File: src/rtl/pwm_pkg.sv
// pwm_pkg -- shared types and constants for the multi-channel PWM block.
//   pwm_mode_e   : edge-aligned / center-aligned counting
//   pwm_dir_e    : counter ramp direction (center mode only)
//   PWM_IDLE_LVL : compare-register level while disabled or in reset
package pwm_pkg;

  typedef enum logic {PWM_EDGE = 1'b0, PWM_CENTER = 1'b1} pwm_mode_e;
  typedef enum logic {DIR_UP = 1'b0, DIR_DOWN = 1'b1} pwm_dir_e;

  localparam logic PWM_IDLE_LVL = 1'b0;

endpackage

File: src/rtl/pwm_channel.sv
// pwm_channel -- one PWM output: shadowed duty register, compare, output flop.
// Ports:
//   clk, rst        clock, async active-low reset
//   en              run enable; low drives the compare flop to idle
//   load            period boundary (or disabled): active duty takes pending
//   cnt             shared counter value
//   duty_wr         duty write strobe for this channel
//   duty_data       duty value to write
//   polarity        (PWM_POLARITY_EN only) 1 = inverted output
//   pwm_out         registered PWM output
// Macro PWM_POLARITY_EN adds the polarity input.
module pwm_channel #(
  parameter int CNT_W = 8
) (
  input  logic             clk,
  input  logic             rst,
  input  logic             en,
  input  logic             load,
  input  logic [CNT_W-1:0] cnt,
  input  logic             duty_wr,
  input  logic [CNT_W-1:0] duty_data,
`ifdef PWM_POLARITY_EN
  input  logic             polarity,
`endif
  output logic             pwm_out
);
  import pwm_pkg::*;

  logic [CNT_W-1:0] duty_pend;
  logic [CNT_W-1:0] duty_act;
  logic             cmp_q;

  always_ff @(posedge clk or negedge rst) begin
    if (!rst) begin
      duty_pend <= '0;
      duty_act  <= '0;
      cmp_q     <= PWM_IDLE_LVL;
    end else begin
      if (duty_wr) duty_pend <= duty_data;
      // A write landing on the boundary cycle goes straight to the active
      // register so it governs the period that is just starting.
      if (load) duty_act <= duty_wr ? duty_data : duty_pend;
      // Counter never exceeds the active period, so D > P is constant high.
      cmp_q <= en & (cnt < duty_act);
    end
  end

`ifdef PWM_POLARITY_EN
  // Inversion sits after the compare flop so an inverted channel idles high
  // even while the flop itself is held in reset.
  assign pwm_out = cmp_q ^ polarity;
`else
  assign pwm_out = cmp_q;
`endif

endmodule

File: src/rtl/pwm_multi_channel.sv
// pwm_multi_channel -- multi-channel PWM generator with a shared counter.
// Edge-aligned (period P+1) or center-aligned (period 2P) counting; period,
// duty and mode are shadowed and only change at a period boundary.
// Ports:
//   clk, rst        clock, async active-low reset
//   en              run enable; low holds counter at 0 and outputs idle
//   mode            requested mode (0 edge, 1 center), sampled every cycle
//   period_wr/data  period write
//   duty_wr[NUM_CH] per-channel duty write strobes, duty_data shared value
//   ch_polarity     (PWM_POLARITY_EN only) per-channel output inversion
//   pwm_out[NUM_CH] registered PWM outputs
//   cycle_start     registered pulse on the first clock of each period
// Macro PWM_POLARITY_EN adds the ch_polarity input.
module pwm_multi_channel #(
  parameter int          NUM_CH     = 4,
  parameter int          CNT_W      = 8,
  parameter int unsigned DEF_PERIOD = 255
) (
  input  logic              clk,
  input  logic              rst,
  input  logic              en,
  input  logic              mode,
  input  logic              period_wr,
  input  logic [CNT_W-1:0]  period_data,
  input  logic [NUM_CH-1:0] duty_wr,
  input  logic [CNT_W-1:0]  duty_data,
`ifdef PWM_POLARITY_EN
  input  logic [NUM_CH-1:0] ch_polarity,
`endif
  output logic [NUM_CH-1:0] pwm_out,
  output logic              cycle_start
);
  import pwm_pkg::*;

  localparam logic [CNT_W-1:0] DEF_P = DEF_PERIOD[CNT_W-1:0];
  localparam logic [CNT_W-1:0] ONE   = {{(CNT_W-1){1'b0}}, 1'b1};

  logic [CNT_W-1:0] cnt_q, cnt_d;
  pwm_dir_e         dir_q, dir_d;
  logic [CNT_W-1:0] per_pend, per_act;
  pwm_mode_e        mode_pend, mode_act;
  logic             load;
  logic             cs_q;

  // Next counter value. Active period/mode are only replaced when the
  // counter returns to 0, so cnt_q never exceeds per_act.
  always_comb begin
    cnt_d = cnt_q;
    dir_d = dir_q;
    if (!en) begin
      cnt_d = '0;
      dir_d = DIR_UP;
    end else if (mode_act == PWM_EDGE) begin
      dir_d = DIR_UP;
      cnt_d = (cnt_q >= per_act) ? '0 : cnt_q + ONE;
    end else if (dir_q == DIR_UP) begin
      if (cnt_q >= per_act) begin
        // Turn around at P; with P <= 1 the down ramp is empty and the
        // next value is already the next period's 0.
        if (per_act <= ONE) begin
          cnt_d = '0;
        end else begin
          cnt_d = per_act - ONE;
          dir_d = DIR_DOWN;
        end
      end else begin
        cnt_d = cnt_q + ONE;
      end
    end else begin
      if (cnt_q <= ONE) begin
        cnt_d = '0;
        dir_d = DIR_UP;
      end else begin
        cnt_d = cnt_q - ONE;
      end
    end
  end

  // Boundary = the edge that moves the counter to 0. While disabled the
  // counter is held at 0, so shadows reload every cycle.
  assign load = (cnt_d == '0);

  always_ff @(posedge clk or negedge rst) begin
    if (!rst) begin
      cnt_q     <= '0;
      dir_q     <= DIR_UP;
      per_pend  <= DEF_P;
      per_act   <= DEF_P;
      mode_pend <= PWM_EDGE;
      mode_act  <= PWM_EDGE;
      cs_q      <= 1'b0;
    end else begin
      cnt_q     <= cnt_d;
      dir_q     <= dir_d;
      mode_pend <= pwm_mode_e'(mode);
      if (period_wr) per_pend <= period_data;
      if (load) begin
        per_act  <= period_wr ? period_data : per_pend;
        mode_act <= mode_pend;
      end
      // Counter is 0 only on the first clock of a period in either mode.
      cs_q <= en & (cnt_q == '0);
    end
  end

  assign cycle_start = cs_q;

  for (genvar i = 0; i < NUM_CH; i++) begin : g_ch
    pwm_channel #(.CNT_W(CNT_W)) u_ch (
      .clk       (clk),
      .rst       (rst),
      .en        (en),
      .load      (load),
      .cnt       (cnt_q),
      .duty_wr   (duty_wr[i]),
      .duty_data (duty_data),
`ifdef PWM_POLARITY_EN
      .polarity  (ch_polarity[i]),
`endif
      .pwm_out   (pwm_out[i])
    );
  end

endmodule
File: config.mk
export PLATFORM = sky130hd
export DESIGN_NAME = pwm_multi_channel
export DESIGN_NICKNAME = d
export VERILOG_FILES = /design/src/rtl/pwm_pkg.sv /design/src/rtl/pwm_channel.sv /design/src/rtl/pwm_multi_channel.sv
export SDC_FILE = /design/constraint.sdc
export NUM_CORES = 1
export LEC_CHECK = 0
export BUFFER_PORTS_ARGS = -buffer_cell sky130_fd_sc_hd__buf_2
export CAP_MARGIN = 40
export CORE_AREA = 2 2 199 123
export DETAILED_ROUTE_END_ITERATION = 8
export DIE_AREA = 0 0 201 125
export PLACE_DENSITY_LB_ADDON = 0.05
export REMOVE_ABC_BUFFERS = 1
export SYNTH_ARGS = -nofsm -noshare
export SYNTH_HDL_FRONTEND = slang
export SYNTH_SLANG_ARGS = --single-unit
export TNS_END_PERCENT = 100
File: constraint.sdc
create_clock -name clk -period 6.15 [get_ports clk]
set_clock_uncertainty 0.15 [all_clocks]
set_input_delay 1.23 -clock clk [delete_from_list [all_inputs] [get_ports clk]]
set_output_delay 1.23 -clock clk [all_outputs]
set_load 0.005 [all_outputs]
* Word level (Yosys, flattened, before mapping) *
Cells that the tools add are included.

storage, ports and cells
  output and inout port bits = 5
  logic and storage cells = 54
  input bits = 25
  flip-flop bits (word level) = 96

cells by class
  reduce and logical (&&, ||, !) cells = 2
  magnitude comparators = 7
  bitwise operators = 5
  multiplexer cells = 18
  add/sub/neg operators = 3

operators with widths
  kind                                                                              count
  8-bit 2-to-1 mux                                                                  12
  8-bit less-than comparator                                                        4
  8-bit by 1-bit less-or-equal comparator with 1-bit output, second input constant  2
  8-bit logical NOT                                                                 2
  8-bit by 1-bit subtractor with 8-bit output, second input constant                2
  8-bit by 1-bit adder with 8-bit output, second input constant                     1
  8-bit greater-or-equal comparator                                                 1
  1-bit 2-to-1 mux                                                                  6
  1-bit bitwise AND                                                                 5

* Longest topological paths before layout *
Gate-level depths: netlist of the first run.

  word-level depth = 7
  mapped depth = 13
  mapped depth without buffers = 10

* Hierarchy *
Synthesis of the first run repeated with hierarchy kept, for this count alone.

unflattened totals
  cell total of the unflattened synthesis = 465
  area, all modules = 5193.7 um^2

modules (own cells, without submodules)
  module             times used  cells each  area an instance (um^2)
  pwm_channel        4           68          789.5
  pwm_multi_channel  1           193         2035.7

* Worst setup path before layout of the first run *
No wires, ideal clock.

  path kind = register -> register
  start = register cnt_q[0]
  end = register g_ch[0].u_ch.duty_act[0]
  arrival time = 3.281 ns
  library setup time = 0.125 ns
  path slack = 2.594 ns
  cell stages (with the launch flop) = 13
  period minus slack after synthesis = 3.556 ns
  cells stage by stage = dfrtp_1 clkbuf_1 inv_1 ha_1 nand2b_1 a2111oi_0 o221ai_1 nand2_1 mux2_2 o21ai_0 nand4b_4 buf_6 mux2_4

on the way
  word-level cells in the longest chain between the ends = 6
  elaborated cells between the ends (all ways) = 11

ends and longest elaborated chain
  what                                                            RTL line                                          text
  start: declaration                                              pwm_multi_channel.sv:38                           logic [CNT_W-1:0] cnt_q, cnt_d;
  start signal: assignment                                        pwm_multi_channel.sv:93                           cnt_q <= cnt_d;
  8-bit by 1-bit adder with 8-bit output (tied with other cells)  pwm_multi_channel.sv:55, pwm_multi_channel.sv:67
  8-bit 2-to-1 mux, on equally long branches                      pwm_multi_channel.sv:57, pwm_multi_channel.sv:70
  8-bit 2-to-1 mux                                                pwm_multi_channel.sv:56                           end else if (dir_q == DIR_UP) begin
  8-bit 2-to-1 mux (*)                                            pwm_multi_channel.sv:53                           end else if (mode_act == PWM_EDGE) begin
  8-bit 2-to-1 mux (*)                                            pwm_multi_channel.sv:50                           if (!en) begin
  via cnt_d[5]                                                    pwm_multi_channel.sv:38
  8-bit logical NOT (*)                                           pwm_multi_channel.sv:81                           assign load = (cnt_d == '0);
  end signal: assignment                                          pwm_channel.sv:42                                 if (load) duty_act <= duty_wr ? duty_data : duty_pend;
  end: declaration                                                pwm_channel.sv:30                                 logic [CNT_W-1:0] duty_act;

Mark *: on every way through the listed nets, which the timed path passes. The rest lies on a longest branch.
A chain may end at the register's enable or synchronous reset.

* Worst setup path in the final report of the first run *
  start = register cnt_q[0]
  end = register g_ch[3].u_ch.duty_act[1]

on the way
  word-level cells in the longest chain between the ends = 6
  elaborated cells between the ends (all ways) = 11

ends and longest elaborated chain
  what                                                            RTL line
  8-bit by 1-bit adder with 8-bit output (tied with other cells)  pwm_multi_channel.sv:55, pwm_multi_channel.sv:67
  8-bit 2-to-1 mux, on equally long branches                      pwm_multi_channel.sv:57, pwm_multi_channel.sv:70
  8-bit 2-to-1 mux                                                pwm_multi_channel.sv:56
  8-bit 2-to-1 mux (*)                                            pwm_multi_channel.sv:53
  8-bit 2-to-1 mux (*)                                            pwm_multi_channel.sv:50
  via cnt_d[4]                                                    pwm_multi_channel.sv:38
  8-bit logical NOT (*)                                           pwm_multi_channel.sv:81
  end signal: assignment                                          pwm_channel.sv:42
  end: declaration                                                pwm_channel.sv:30

Marks and branches as above.

==> results.tsv, run 1 <==
stage	metric	value	unit
die	die_w	201	µm
synth	synth-edff-count	0	
worst_setup_path	critPathSlowestCell	dfrtp_1	
pwr	leakage	2.953	nW
cts	cts_buffer_depth	2	
cts	clk_latency	0.35	ns
timing	relSlewSlack	54.81	%
cts	ctsHoldBuffers	0	
status	status	finished, final reports clean	
cts	cts-root-buf	clkbuf_16	
timing	worstMarginPinSlew	0.6778	ns
worst_setup_path	worst-path-buf-inv	2	
timing	timing.fmax	220.2	MHz
place	dp_hpwl	9.489	mm
pwr	combPwrFrac	43.7	%
timing	rsz0062_at_grt	false	
timing	hold_viol	0	
synth	synth_area_leaders	dfrtp_1 38%, mux2_4 11%, ha_1 9.9%	
pwr	power_switching	0.0009606	W
synth	ys_types	48	
finish	fill_cells	2483	
drt	avgRoutedWirePerCell	16.77	µm
die	num_rows	44	
global_route	grt_pass1_vias	3461	
worst_setup_path	crit_chain	inv_1 > ha_1 > nand2b_1 > a2111oi_0 > o221ai_1 > nand2_1 > a311oi_1 > nor4_4 > nand4b_4 > buf_4 > mux2_4	
worst_setup_path	critPathKind	flop to flop	
min_path	hold_depth	1	
min_path	min_path_type	flop to flop	
min_path	worstHoldStart	mode_pend	
die	die_area	0.02513	mm²
synth	ys_ff_latch	96	
cts	cts_tree	done	
finish	synthToLayoutAreaGrowth	13.39	%
drt	vias_per_cell	4.164	
drt	wirelength	13.06	mm
global_route	grt_use_met3	3.154	%
timing	slew_violations	0	
pwr	pwr-share-clk	18.9	%
drt	drc	0	
timing	timing.final.crit_share	73.83	%
finish	instances_no_fill	779	
cts	cts_resized	0	
synth	netlist_area	0.005300	mm²
flow_run	drv_cap	0	
die	coreArea	0.02351	mm²
worst_setup_path	r2r_start	cnt_q[0]	
die	initial_utilization	22.55	%
cts	cts_sinks	96	
finish	drive_gt1_share	32.60	%
worst_setup_path	reg2reg_to	g_ch[3].u_ch.duty_act[1]	
global_route	grt_util_all_layers	11.29	%
global_route	antenna_found_initial	0	
place	port_buffers	29	
worst_setup_path	cp.arrival	4.62	ns
cts	ctsHtreeMaxLevel	3	
worst_setup_path	r2r_setup_slack	1.61	ns
min_path	hold_end	mode_act	
pwr	p_seq_share	37.4	%
timing	setup-violations-final	0	
worst_setup_path	cp.required	6.23	ns
pwr	power.total	0.002713	W
finish	antenna_cells	0	
synth	synth_commonest_cells	80 x dfrtp_1, 42 x ha_1, 42 x inv_1, 42 x mux2_2, 40 x mux2_4	
pwr	p_int	0.001753	W
synth	async_reset_ff_share	100.0	%
pwr	worst_ir_drop_vdd	135.2	µV
synth	syn_avg_cell_area	12.35	µm²
global_route	grt_max_degree	52	
timing	tns	0	ns
pwr	p_per_area	451.5	mW/mm²
place	place_congestion	0.7633	
synth	yosysTopAreaCell	dfrtp_1	
drt	drtIter0Drc	165	
worst_setup_path	startpoint_type	flop	
worst_setup_path	r2r_cells	11	
die	die_y	125	µm
cts	cts_buffers	9	
finish	nNetsFinal	520	
worst_setup_path	cp-end-kind	flop	
worst_setup_path	crit_family	simple AND/OR/NAND/NOR gates	
timing	holdWs	0.3286	ns
synth	synth.most_common_cell	dfrtp_1	
synth	syn_inst	429	
synth	ys.flop_type	dfrtp_1	
die	io_pins	30	
synth	yosys_warnings	0	
drt	dr.pass1.iters	5	
drt	postRouteAntennaNets	0	
global_route	grt_first_pass_wirelength	21.20	mm
global_route	overflow	0	
worst_setup_path	path_max_fanout	22	
global_route	grt_use_met2	15.20	%
place	dp.cells	764	
synth	ys_seq_area_share	45.70	%
timing	fin_crit	4.540	ns
global_route	top_usage_layer	met1	
worst_setup_path	critical_path.max_stage_delay	0.56	ns
pwr	p_sw_share	35.40	%
cts	postCtsSetupBuffers	0	
drt	vias	3244	
global_route	use_met1	17.12	%
synth	synth_top_area_share	37.77	%
cts	clkTransAtPathRegs	0.07	ns
[cells in the final DEF, fill, tap and decap left out, types with 3 or more instances in the layout]
master	instances
dfrtp_1	80
inv_1	42
mux2_2	42
ha_1	42
mux2_4	40
buf_2	28
a21o_1	25
dfstp_2	16
nand3_1	13
a21oi_1	12
xnor2_1	11
nand2_1	11
nand2b_1	9
o21ai_0	9
clkbuf_16	9
nor2_1	8
nor3_1	7
clkbuf_1	5
buf_4	5
o31ai_1	4
and3_1	3
o211ai_1	3
[metal layers]
metal,wire length [µm],share of wire (%)
met5,0,0
met1,7138,55
met4,138,1.1
met3,603,4.6
met2,5179,40
[stage by stage]
step	cell area (µm²)	util, %	worst slack, ns
after detailed placement	5761	24.51	1.598
final	6010	25.56	1.610
after global routing	6010	25.56	1.079
after CTS	6010	25.56	1.565
after floorplan	5180	-	2.158
after global placement	5761	24.51	1.666
[kinds of logic (layout without fill, tap and decap cells)]
group | count (synthesis) | after routing | synth area share, %
compound gates | 71 | 71 | 9.467
xor+xnor | 13 | 13 | 2.148
fa+ha+maj | 42 | 42 | 9.915
buf+inv | 62 | 90 | 5.241
flops | 96 | 96 | 45.70
mux | 83 | 83 | 20.47
simple gates | 62 | 62 | 7.059
[worst max path at each step]
stage	startpoint	depth (start not counted)	endpoint
after floorplan	cnt_q[0]	10	g_ch[3].u_ch.duty_act[7]
after global placement	cnt_q[0]	11	g_ch[0].u_ch.duty_act[2]
after detailed placement	cnt_q[0]	11	g_ch[0].u_ch.duty_act[1]
after CTS	cnt_q[0]	11	g_ch[0].u_ch.duty_act[1]
after global routing	cnt_q[0]	11	g_ch[0].u_ch.duty_act[1]
final	cnt_q[0]	11	g_ch[3].u_ch.duty_act[1]
[power groups by stage]
| stage | clock network [W] | logic, W | registers [W] |
|---|---|---|---|
| global route | 0.000565 | 0.00133 | 0.00105 |
| CTS | 0.000537 | 0.00121 | 0.00102 |
| finish | 0.000513 | 0.00119 | 0.00101 |
| global placement | 0 | 0.00121 | 0.00103 |
| detailed placement | 0 | 0.00121 | 0.00103 |
| floorplan | 0 | 0.000939 | 0.000962 |
[worst register-to-register path, cell delays in order (launching register included)]
cell and delay, ns:
dfrtp_1 0.56, inv_1 0.18, ha_1 0.31, nand2b_1 0.15, a2111oi_0 0.56, o221ai_1 0.40, nand2_1 0.26, a311oi_1 0.18
nor4_4 0.33, nand4b_4 0.54, buf_4 0.46, mux2_4 0.33
[flip-flops by register name, summed over array words and instances (netlist names), 4 cells and up]
register / flops
g_ch.u_ch.duty_pend: 32
g_ch.u_ch.duty_act: 32
cnt_q: 8
per_pend: 8
g_ch.u_ch.pwm_out: 4
per_act: 8
[area by class of cell]
type,count,area [µm²],area share (%)
multi-input cells,271,2600,43.26
flip-flops and latches,96,2422,40.31
well taps,322,402.9,6.704
clock buffers,14,244.0,4.060
repair buffers,33,177.7,2.956
inverters,42,157.7,2.623
clock inverters,1,5.005,0.08328
Note: power is estimated with default switching activity, not from simulation.
==> run 2, diff against run 1 <==
==> constraint.sdc (replaced) <==
create_clock -name clk -period 4.2 [get_ports clk]
set_clock_uncertainty 0.15 [all_clocks]
set_input_delay 0.84 -clock clk [delete_from_list [all_inputs] [get_ports clk]]
set_output_delay 0.84 -clock clk [all_outputs]
set_load 0.005 [all_outputs]
==> run 2 against run 1 <==
  * Sequential power grew 46%
  * Final area grew 2.4%
  * Clock power grew 72%
  * Clock-buffer cell count shrank 3
  * Non-clock buffer count grew 6
  * Critical path depth shrank 1
  * Cell count grew 0.90%
  * Utilization grew 0.62 points
  * Critical endpoint is now g_ch[3].u_ch.duty_act[7]
  * Largest power group unchanged
==> results.tsv, run 2 (same netlist as run 1, synthesis figures left out) <==
stage	metric	value	unit
worst_setup_path	cp.arrival	3.94	ns
cts	ctsHtreeMaxLevel	3	
worst_setup_path	r2r_start	per_act[0]	
worst_setup_path	reg2reg_to	g_ch[3].u_ch.duty_act[7]	
finish	nNetsFinal	526	
drt	wirelength	13.09	mm
die	coreArea	0.02351	mm²
worst_setup_path	critPathSlowestCell	dfstp_2	
die	die_y	125	µm
die	num_rows	44	
drt	dr.pass1.iters	4	
finish	layout.area.seq	0.002422	mm²
timing	fin_crit	3.843	ns
global_route	overflow	0	
global_route	grt_max_degree	48	
cts	cts_buffers	9	
worst_setup_path	crit_chain	ha_1 > nand2b_1 > a2111oi_0 > o221ai_1 > nand2_1 > mux2_2 > o21ai_0 > nand4b_4 > buf_12 > mux2_1	
drt	avgRoutedWirePerCell	16.66	µm
timing	worstMarginPinSlew	0.6096	ns
cts	cts_tree	done	
worst_setup_path	path_max_fanout	29	
worst_setup_path	startpoint_type	flop	
timing	timing.fmax	260.2	MHz
place	dp_hpwl	9.772	mm
finish	multi_input_area	0.002600	mm²
finish	top_regs	g_ch.u_ch.duty_act: 32 flops, g_ch.u_ch.duty_pend: 32 flops	
timing	tns	0	ns
timing	hold_viol	0	
pwr	worst_ir_drop_vdd	218.0	µV
cts	clk_latency	0.36	ns
drt	drc	0	
cts	ctsHoldBuffers	0	
flow_run	drv_cap	0	
timing	slew_violations	0	
worst_setup_path	critical_path.max_stage_delay	0.59	ns
timing	rsz0062_at_grt	false	
worst_setup_path	r2r_setup_slack	0.36	ns
global_route	grt_first_pass_wirelength	21.31	mm
global_route	grt_util_all_layers	11.45	%
cts	clkTransAtPathRegs	0.07	ns
drt	vias	3207	
timing	relSlewSlack	58.31	%
global_route	antenna_found_initial	0	
finish	antenna_cells	0	
place	dp.cells	770	
finish	layout_commonest_cell	dfrtp_1	
cts	postCtsSetupBuffers	0	
die	initial_utilization	22.55	%
drt	vias_per_cell	4.080	
die	io_pins	30	
drt	drtIter0Drc	153	
timing	setup-violations-final	0	
cts	cts_buffer_depth	2	
place	port_buffers	29	
global_route	grt_pass1_vias	3401	
cts	cts-root-buf	clkbuf_16	
finish	drive_gt1_share	34.70	%
finish	fill_cells	2482	
finish	final_cell_mix	80 x dfrtp_1, 42 x inv_1, 42 x mux2_2, 42 x ha_1, 40 x mux2_4	
die	die_w	201	µm
die	die_area	0.02513	mm²
worst_setup_path	cp.required	4.30	ns
worst_setup_path	critPathKind	flop to flop	
drt	postRouteAntennaNets	0	
min_path	min_path_type	primary input to asynchronous set/reset pin	
cts	cts_resized	0	
pwr	leakage	3.029	nW
finish	instances_no_fill	786	
status	status	finished, final reports clean	
worst_setup_path	r2r_cells	10	
pwr	p_per_area	669.7	mW/mm²
cts	cts_sinks	96	
worst_setup_path	cp-end-kind	flop	
timing	timing.final.crit_share	91.50	%
finish	synthToLayoutAreaGrowth	16.12	%
place	place_congestion	0.7949	
[run 2: through the flow]
| step | total power (W) | util [%] | cell area [µm²] | worst slack [ns] | hold WS, ns |
|---|---|---|---|---|---|
| 6_report | 0.004122 | 26.18 | 6155 | 0.3569 | 0.2639 |
| 5_1_grt | 0.004466 | 26.18 | 6155 | 0.05775 | 0.2859 |
| 4_1_cts | 0.004210 | 26.18 | 6155 | 0.3652 | 0.2657 |
| 3_5_place_dp | 0.003291 | 24.83 | 5838 | 0.4107 | 0.3165 |
| 3_3_place_gp | 0.003305 | 24.72 | 5811 | 0.5216 | 0.3164 |
| 2_1_floorplan | 0.002784 | - | 5180 | 0.2075 | 0.3077 |
[run 2: per-layer routing]
| metal | GRT usage [%] | share of wire (%) |
|---|---|---|
| met5 | 0 | 0 |
| met4 | 3.791 | 1.6 |
| met3 | 3.024 | 4.9 |
| met2 | 14.13 | 37 |
| met1 | 18.41 | 57 |
[run 2: how the worst max path moves through the flow]
stage,depth (start not counted),from,slack [ns],endpoint
final,10,per_act[0],0.36,g_ch[3].u_ch.duty_act[7]
after global routing,10,per_act[0],0.06,g_ch[3].u_ch.duty_act[7]
after CTS,10,per_act[0],0.37,g_ch[3].u_ch.duty_act[7]
after detailed placement,10,per_act[0],0.41,g_ch[3].u_ch.duty_act[7]
after global placement,10,per_act[0],0.52,g_ch[3].u_ch.duty_act[7]
after floorplan,10,cnt_q[0],0.21,g_ch[3].u_ch.duty_act[7]
[run 2: worst max-delay path: cells and delay by family (launching register included)]
family,cells,cell delay [ns]
and+or+nand+nor,3,0.61
AOI/OAI and AO/OA,3,1.18
muxes,2,0.69
buffers and inverters,1,0.24
adders and majority gates,1,0.23
DFF,1,0.59
[run 2: power breakdown]
part / total, W / switching (W) / internal (W) / leakage [nW]
sequential: 0.00147 / 0.000231 / 0.00124 / 1.12
combinational: 0.00177 / 0.000821 / 0.000954 / 1.75
clock: 0.000881 / 0.000383 / 0.000498 / 0.152
total: 0.00412 / 0.00143 / 0.00269 / 3.03
[run 2: final cells by class]
class	instances	area share [%]
multi-input cells	271	42.24
clock inverters	5	1.037
well taps	322	6.546
repair buffers	39	4.147
inverters	42	2.561
clock buffers	11	4.107
flip-flops and latches	96	39.36
